**src/rtl/pet_pkg.sv**
```systemverilog
// Shared mood encodings and display_out field layout for the pet stats engine.
// Pure type/constant package; no logic, no latency.
package pet_pkg;

    typedef enum logic [1:0] {
        MOOD_OK   = 2'b00,
        MOOD_WARN = 2'b01,
        MOOD_CRIT = 2'b10,
        MOOD_DEAD = 2'b11
    } mood_e;

    // display_out = {mood[1:0], idx[1:0]}
    typedef struct packed {
        mood_e      mood;
        logic [1:0] idx;
    } disp_t;

    localparam int DISP_W = $bits(disp_t);

endpackage

```
**src/rtl/pet_stat_channel.sv**
```systemverilog
// One need channel: saturating level plus tick-driven decay counter; revive > stim > decay.
// Level updates one cycle after stim/revive/decay event; no backpressure.
module pet_stat_channel
    import pet_pkg::*;
#(
    parameter int STAT_W      = 3,
    parameter int MAX_LEVEL   = 5,
    parameter int INIT_LEVEL  = 5,
    parameter int DECAY_TICKS = 10
) (
    input  logic              clk,
    input  logic              rst,
    input  logic              i_tick,
    input  logic              i_stim,
    input  logic              i_revive,
    input  logic              i_freeze,
    output logic [STAT_W-1:0] o_level
);

    localparam int CNT_W = (DECAY_TICKS > 1) ? $clog2(DECAY_TICKS) : 1;

    logic [STAT_W-1:0] r_level;
    logic [CNT_W-1:0]  r_dcnt;

    always_ff @(posedge clk or negedge rst) begin
        if (!rst) begin
            r_level <= STAT_W'(INIT_LEVEL);
            r_dcnt  <= '0;
        end else if (i_revive) begin
            r_level <= STAT_W'(INIT_LEVEL);
            r_dcnt  <= '0;
        end else if (!i_freeze) begin
            // Care beats a coincident decay: the counter restarts and the level only rises.
            if (i_stim) begin
                if (r_level < STAT_W'(MAX_LEVEL)) begin
                    r_level <= r_level + 1'b1;
                end
                r_dcnt <= '0;
            end else if (i_tick) begin
                if (r_dcnt == CNT_W'(DECAY_TICKS - 1)) begin
                    r_dcnt <= '0;
                    if (r_level != '0) begin
                        r_level <= r_level - 1'b1;
                    end
                end else begin
                    r_dcnt <= r_dcnt + 1'b1;
                end
            end
        end
    end

    assign o_level = r_level;

endmodule

```
**src/rtl/pet_stats_engine.sv**
```systemverilog
// Virtual-pet need tracker: tick prescaler, NUM_STATS decaying channels, mood FSM, display code.
// tick is combinational in the wrap cycle; display_out/alarm lag the mood state by one cycle; no backpressure.
module pet_stats_engine
    import pet_pkg::*;
#(
    parameter int NUM_STATS   = 4,
    parameter int STAT_W      = 3,
    parameter int MAX_LEVEL   = 5,
    parameter int INIT_LEVEL  = 5,
    parameter int WARN_LVL    = 2,
    parameter int TICK_DIV    = 50000000,
    parameter int TEST_DIV    = 20000,
    parameter int DECAY_TICKS = 10,
    parameter int DEAD_TICKS  = 5
) (
    input  logic                        clk,
    input  logic                        rst,
    input  logic [NUM_STATS-1:0]        stim,
    input  logic                        test,
    input  logic                        pause,
    input  logic                        revive,
    output logic [NUM_STATS*STAT_W-1:0] levels,
    output logic [DISP_W-1:0]           display_out,
    output logic                        tick,
    output logic                        alarm
);

    localparam int MAX_DIV = (TICK_DIV > TEST_DIV) ? TICK_DIV : TEST_DIV;
    localparam int PW      = (MAX_DIV > 1) ? $clog2(MAX_DIV) : 1;
    localparam int CW      = (DEAD_TICKS > 1) ? $clog2(DEAD_TICKS) : 1;

    logic [PW-1:0]     r_presc;
    logic              r_test_q;
    mood_e             r_state;
    logic [CW-1:0]     r_crit_cnt;
    disp_t             r_disp;
    logic              r_alarm;

    logic [PW-1:0]     w_div_m1;
    logic              w_test_chg;
    logic              w_wrap;
    logic              w_tick;
    logic              w_dead;
    logic [STAT_W-1:0] w_lvl [NUM_STATS];
    logic              w_any_zero;
    logic              w_any_warn;
    logic [1:0]        w_zero_idx;
    logic [1:0]        w_warn_idx;
    logic [1:0]        w_idx;
    mood_e             w_nstate;
    logic [CW-1:0]     w_ncrit;

    // Prescaler; a mode switch restarts the count so the new period starts cleanly.
    assign w_div_m1   = test ? PW'(TEST_DIV - 1) : PW'(TICK_DIV - 1);
    assign w_test_chg = test ^ r_test_q;
    assign w_wrap     = (r_presc == w_div_m1);
    assign w_tick     = w_wrap && !pause && !w_test_chg;
    assign tick       = w_tick;

    always_ff @(posedge clk or negedge rst) begin
        if (!rst) begin
            r_presc  <= '0;
            r_test_q <= 1'b0;
        end else begin
            r_test_q <= test;
            if (w_test_chg) begin
                r_presc <= '0;
            end else if (!pause) begin
                r_presc <= w_wrap ? '0 : r_presc + 1'b1;
            end
        end
    end

    assign w_dead = (r_state == MOOD_DEAD);

    for (genvar g = 0; g < NUM_STATS; g++) begin : g_ch
        pet_stat_channel #(
            .STAT_W      (STAT_W),
            .MAX_LEVEL   (MAX_LEVEL),
            .INIT_LEVEL  (INIT_LEVEL),
            .DECAY_TICKS (DECAY_TICKS)
        ) u_ch (
            .clk      (clk),
            .rst      (rst),
            .i_tick   (w_tick),
            .i_stim   (stim[g]),
            .i_revive (revive),
            .i_freeze (w_dead),
            .o_level  (w_lvl[g])
        );
        assign levels[g*STAT_W +: STAT_W] = w_lvl[g];
    end

    // Scan from the top so the lowest matching channel index is what remains.
    always_comb begin
        w_any_zero = 1'b0;
        w_any_warn = 1'b0;
        w_zero_idx = '0;
        w_warn_idx = '0;
        for (int i = NUM_STATS - 1; i >= 0; i--) begin
            if (w_lvl[i] == '0) begin
                w_any_zero = 1'b1;
                w_zero_idx = 2'(i);
            end
            if (w_lvl[i] <= STAT_W'(WARN_LVL)) begin
                w_any_warn = 1'b1;
                w_warn_idx = 2'(i);
            end
        end
    end

    always_comb begin
        w_nstate = r_state;
        w_ncrit  = r_crit_cnt;
        if (revive) begin
            w_nstate = MOOD_OK;
            w_ncrit  = '0;
        end else if (r_state != MOOD_DEAD) begin
            if (w_any_zero) begin
                w_nstate = MOOD_CRIT;
                if (r_state == MOOD_CRIT && w_tick) begin
                    if (w_ncrit == CW'(DEAD_TICKS - 1)) begin
                        w_nstate = MOOD_DEAD;
                        w_ncrit  = '0;
                    end else begin
                        w_ncrit = r_crit_cnt + 1'b1;
                    end
                end
            end else begin
                w_ncrit  = '0;
                w_nstate = w_any_warn ? MOOD_WARN : MOOD_OK;
            end
        end
    end

    always_ff @(posedge clk or negedge rst) begin
        if (!rst) begin
            r_state    <= MOOD_OK;
            r_crit_cnt <= '0;
        end else begin
            r_state    <= w_nstate;
            r_crit_cnt <= w_ncrit;
        end
    end

    always_comb begin
        w_idx = '0;
        case (r_state)
            MOOD_CRIT, MOOD_DEAD: w_idx = w_zero_idx;
            MOOD_WARN:            w_idx = w_warn_idx;
            default:              w_idx = '0;
        endcase
    end

    always_ff @(posedge clk or negedge rst) begin
        if (!rst) begin
            r_disp  <= '0;
            r_alarm <= 1'b0;
        end else begin
            r_disp.mood <= r_state;
            r_disp.idx  <= w_idx;
            r_alarm     <= (r_state == MOOD_CRIT) || (r_state == MOOD_DEAD);
        end
    end

    assign display_out = r_disp;
    assign alarm       = r_alarm;

endmodule

```
**config.mk**
```make
export PLATFORM = sky130hd
export DESIGN_NAME = pet_stats_engine
export DESIGN_NICKNAME = d
export VERILOG_FILES = /design/src/rtl/pet_pkg.sv /design/src/rtl/pet_stat_channel.sv /design/src/rtl/pet_stats_engine.sv
export SDC_FILE = /design/constraint.sdc
export NUM_CORES = 1
export LEC_CHECK = 0
export BUFFER_PORTS_ARGS = -buffer_cell sky130_fd_sc_hd__buf_2
export CORE_UTILIZATION = 41
export DETAILED_ROUTE_END_ITERATION = 8
export SLEW_MARGIN = 10
export SYNTH_ARGS = -nofsm -noshare
export SYNTH_HDL_FRONTEND = slang
export SYNTH_SLANG_ARGS = --single-unit
```
**constraint.sdc**
```tcl
create_clock -name clk -period 6.21 [get_ports clk]
set_input_delay 0.621 -clock clk [delete_from_list [all_inputs] [get_ports clk]]
set_output_delay 0.621 -clock clk [all_outputs]
set_load 0.05 [all_outputs]
```
==> flow_metrics.env <==
export IMPL_status="complete, no violations"
export IMPL_ctsResizeCount=0
export IMPL_min_path_type="primary input to asynchronous set/reset pin"
export IMPL_peakVddDrop_uv=84.7
export IMPL_yosysTopAreaCellShare_pct=36.0
export IMPL_placementRows=35
export IMPL_power_internal_mw=0.687
export IMPL_initial_utilization_pct=42.7
export IMPL_dieArea_sq_um=10100
export IMPL_syn_area_sq_um=3970
export IMPL_cts_root_buffer="clkbuf_8"
export IMPL_synth_edf_count=0
export IMPL_slew_viol_final=0
export IMPL_start_kind="register"
export IMPL_numCtsBuffers=9
export IMPL_drc=0
export IMPL_max_cap_viol_count=0
export IMPL_synthTopCellsByArea="dfrtp_1 36%, dfstp_2 5.3%, nor2_1 4.7%"
export IMPL_power_frac_clock_pct=37.8
export IMPL_vias_per_cell=5.65
export IMPL_antenna_found_initial=0
export IMPL_clk_latency_ps=350
export IMPL_core_sq_um=9280
export IMPL_pwr_share_seq_pct=46.7
export IMPL_ys_warnings_count=0
export IMPL_overflow=0
export IMPL_first_iter_violations=164
export IMPL_crit_arrival_ps=2700
export IMPL_finalSetupTns_ps=0
export IMPL_finClkSkew_ps=11.8
export IMPL_grtUsageTotal_pct=19.6
export IMPL_vias=3402
export IMPL_ys_seq_elements=65
export IMPL_p_per_area_nw_per_um2=221
export IMPL_setup_ws_ps=2890
export IMPL_dpl_worst_slack_ps=3120
export IMPL_htreeDepth=3
export IMPL_ant_nets=0
export IMPL_syn_num_nets=465
export IMPL_cts_buffer_depth=2
export IMPL_net_switching_power_mw=0.287
export IMPL_syn_area_per_cell_sq_um=8.99
export IMPL_min_period_over_period_pct=53.5
export IMPL_post_dp_hpwl_mm=6.46
export IMPL_ys_seq_area_share_pct=41.3
export IMPL_chipHeight_um=100
export IMPL_synth_common_cells="57 x dfrtp_1, 50 x nor2_1, 38 x nand2_1"
export IMPL_grt_max_degree=66
export IMPL_gp_routability_congestion=0.861
export IMPL_synth_ff_type="dfrtp_1"
export IMPL_fmax_mhz=301
export IMPL_drive_above_1_share_pct=13.7
export IMPL_grt_pass1_wl_mm=15.3
export IMPL_cts_sinks=65
export IMPL_port_buffers=26
export IMPL_syn_to_final_growth_pct=10.9
export IMPL_diodes=0
export IMPL_grt_pass1_vias=3158
export IMPL_post_route_min_period_ps=3320
export IMPL_wl_per_cell_um=15.5
export IMPL_synth_top_cell_by_area="dfrtp_1"
export IMPL_yosysMostFrequentCell="dfrtp_1"
export IMPL_critPathKind="register to primary output"
export IMPL_final_setup_viol_count=0
export IMPL_power_frac_comb_pct=15.5
export IMPL_dr_pass1_iters=5
export IMPL_finalHoldViolCount=0
export IMPL_postSynthCellCount=441
export IMPL_crit_fanout=21
export IMPL_die_w_um=100
export IMPL_rsz0062_at_grt="false"
export IMPL_cts_setup_buffers=0
export IMPL_postCtsHoldBufs=0
export IMPL_finalNetCount=493
export IMPL_ys_types=64
export IMPL_totalWireLength_mm=9.31
export IMPL_clkSlewWorstSetupHoldPaths_ps=80
export IMPL_r2r_slack_ps=3310
export IMPL_p_leak_nw=1.85
export IMPL_async_flop_share_pct=100
export IMPL_switching_share_pct=29.5
export IMPL_max_slew_margin_pct=33.6
export IMPL_end_kind="primary output"
export IMPL_required_ps=5590
export IMPL_top_level_ports=27
export IMPL_worst_pin_slew_ps=993
export IMPL_cts_tree="done"
worst paths after layout:
check                                        start                                   to  cells past startpoint
max                        r_presc[16]$_DFFE_PN0P_                                 tick                      6
max reg2reg                r_presc[16]$_DFFE_PN0P_  g_ch[1].u_ch.o_level[1]$_DFFE_PN0P_                      7
min in group clk            r_state[0]$_DFFE_PN0P_             display_out[2]$_DFF_PN0_                      0
min reg2reg                 r_state[0]$_DFFE_PN0P_             display_out[2]$_DFF_PN0_                      0
max in group asynchronous                      rst   g_ch[0].u_ch.r_dcnt[1]$_DFFE_PN0P_                      2
min                                            rst              r_presc[13]$_DFFE_PN0P_                      2
placed cells by master, fill, tap and decap left out, drive strengths merged, types with 12 or more instances in the layout:
cell    instances
a21oi          32
buf            28
clkbuf         12
dfrtp          57
inv            23
nand2          39
nand3          18
nor2           50
nor3           13
o21ai          30
or3            14
critical path: stages (launching register included):
cell and delay [ps]:
dfrtp_1 420, or4_1 510, or4_4 440, a2111oi_4 220, buf_4 330, and2_1 170, buf_2 260
power groups by stage:
stage	logic (mW)	clock network (mW)	registers, mW
after global placement	0.148	0	0.462
final	0.151	0.368	0.455
after floorplan	0.0773	0	0.489
after CTS	0.152	0.378	0.454
after global routing	0.168	0.392	0.457
after detailed placement	0.151	0	0.462
metrics by stage:
stage / total power [mW] / hold slack [ps] / instance area [sq um] / std cells / utilization, %
after CTS: 0.985 / 465 / 4400 / 602 / 47.4
after global routing: 1.02 / 492 / 4400 / 602 / 47.4
final: 0.974 / 455 / 4400 / 602 / 47.4
after floorplan: 0.567 / 325 / 3970 / 441 / -
after global placement: 0.610 / 445 / 4200 / 587 / 45.3
after detailed placement: 0.613 / 445 / 4200 / 587 / 45.3
state kept, by name (all words and copies together) (netlist names):
register	cells
r_presc	26
g_ch.u_ch.r_dcnt	16
g_ch.u_ch.o_level	12
display_out	4
r_crit_cnt	3
r_state	2
alarm	1
r_test_q	1
cells by family after synthesis:
kind of cell | count (synthesis) | synth area share, %
compound gates | 111 | 18.4
xor+xnor | 11 | 2.43
fa+ha+maj | 15 | 5.49
buf+inv | 34 | 3.91
flops | 65 | 41.3
mux | 9 | 2.30
simple gates | 196 | 26.2
layout make-up:
| cell class | instances | area, sq um |
|---|---|---|
| Fill cell | 892 | 4880 |
| Multi-Input combinational cell | 342 | 2170 |
| Sequential cell | 65 | 1640 |
| Tap cell | 129 | 161 |
| Clock buffer | 12 | 155 |
| Timing Repair Buffer | 28 | 145 |
| Inverter | 23 | 86.3 |
| Clock inverter | 3 | 40.0 |
per-layer routing:
layer,share of wire [%],GRT usage [%],vias up
met1,45,25.8,1666
met3,4.5,4.60,11
met5,0,0,-
met4,1.1,6.35,0
met2,49,32.0,69
li1,-,-,1656
No activity file was read; power rests on OpenSTA's default activity.
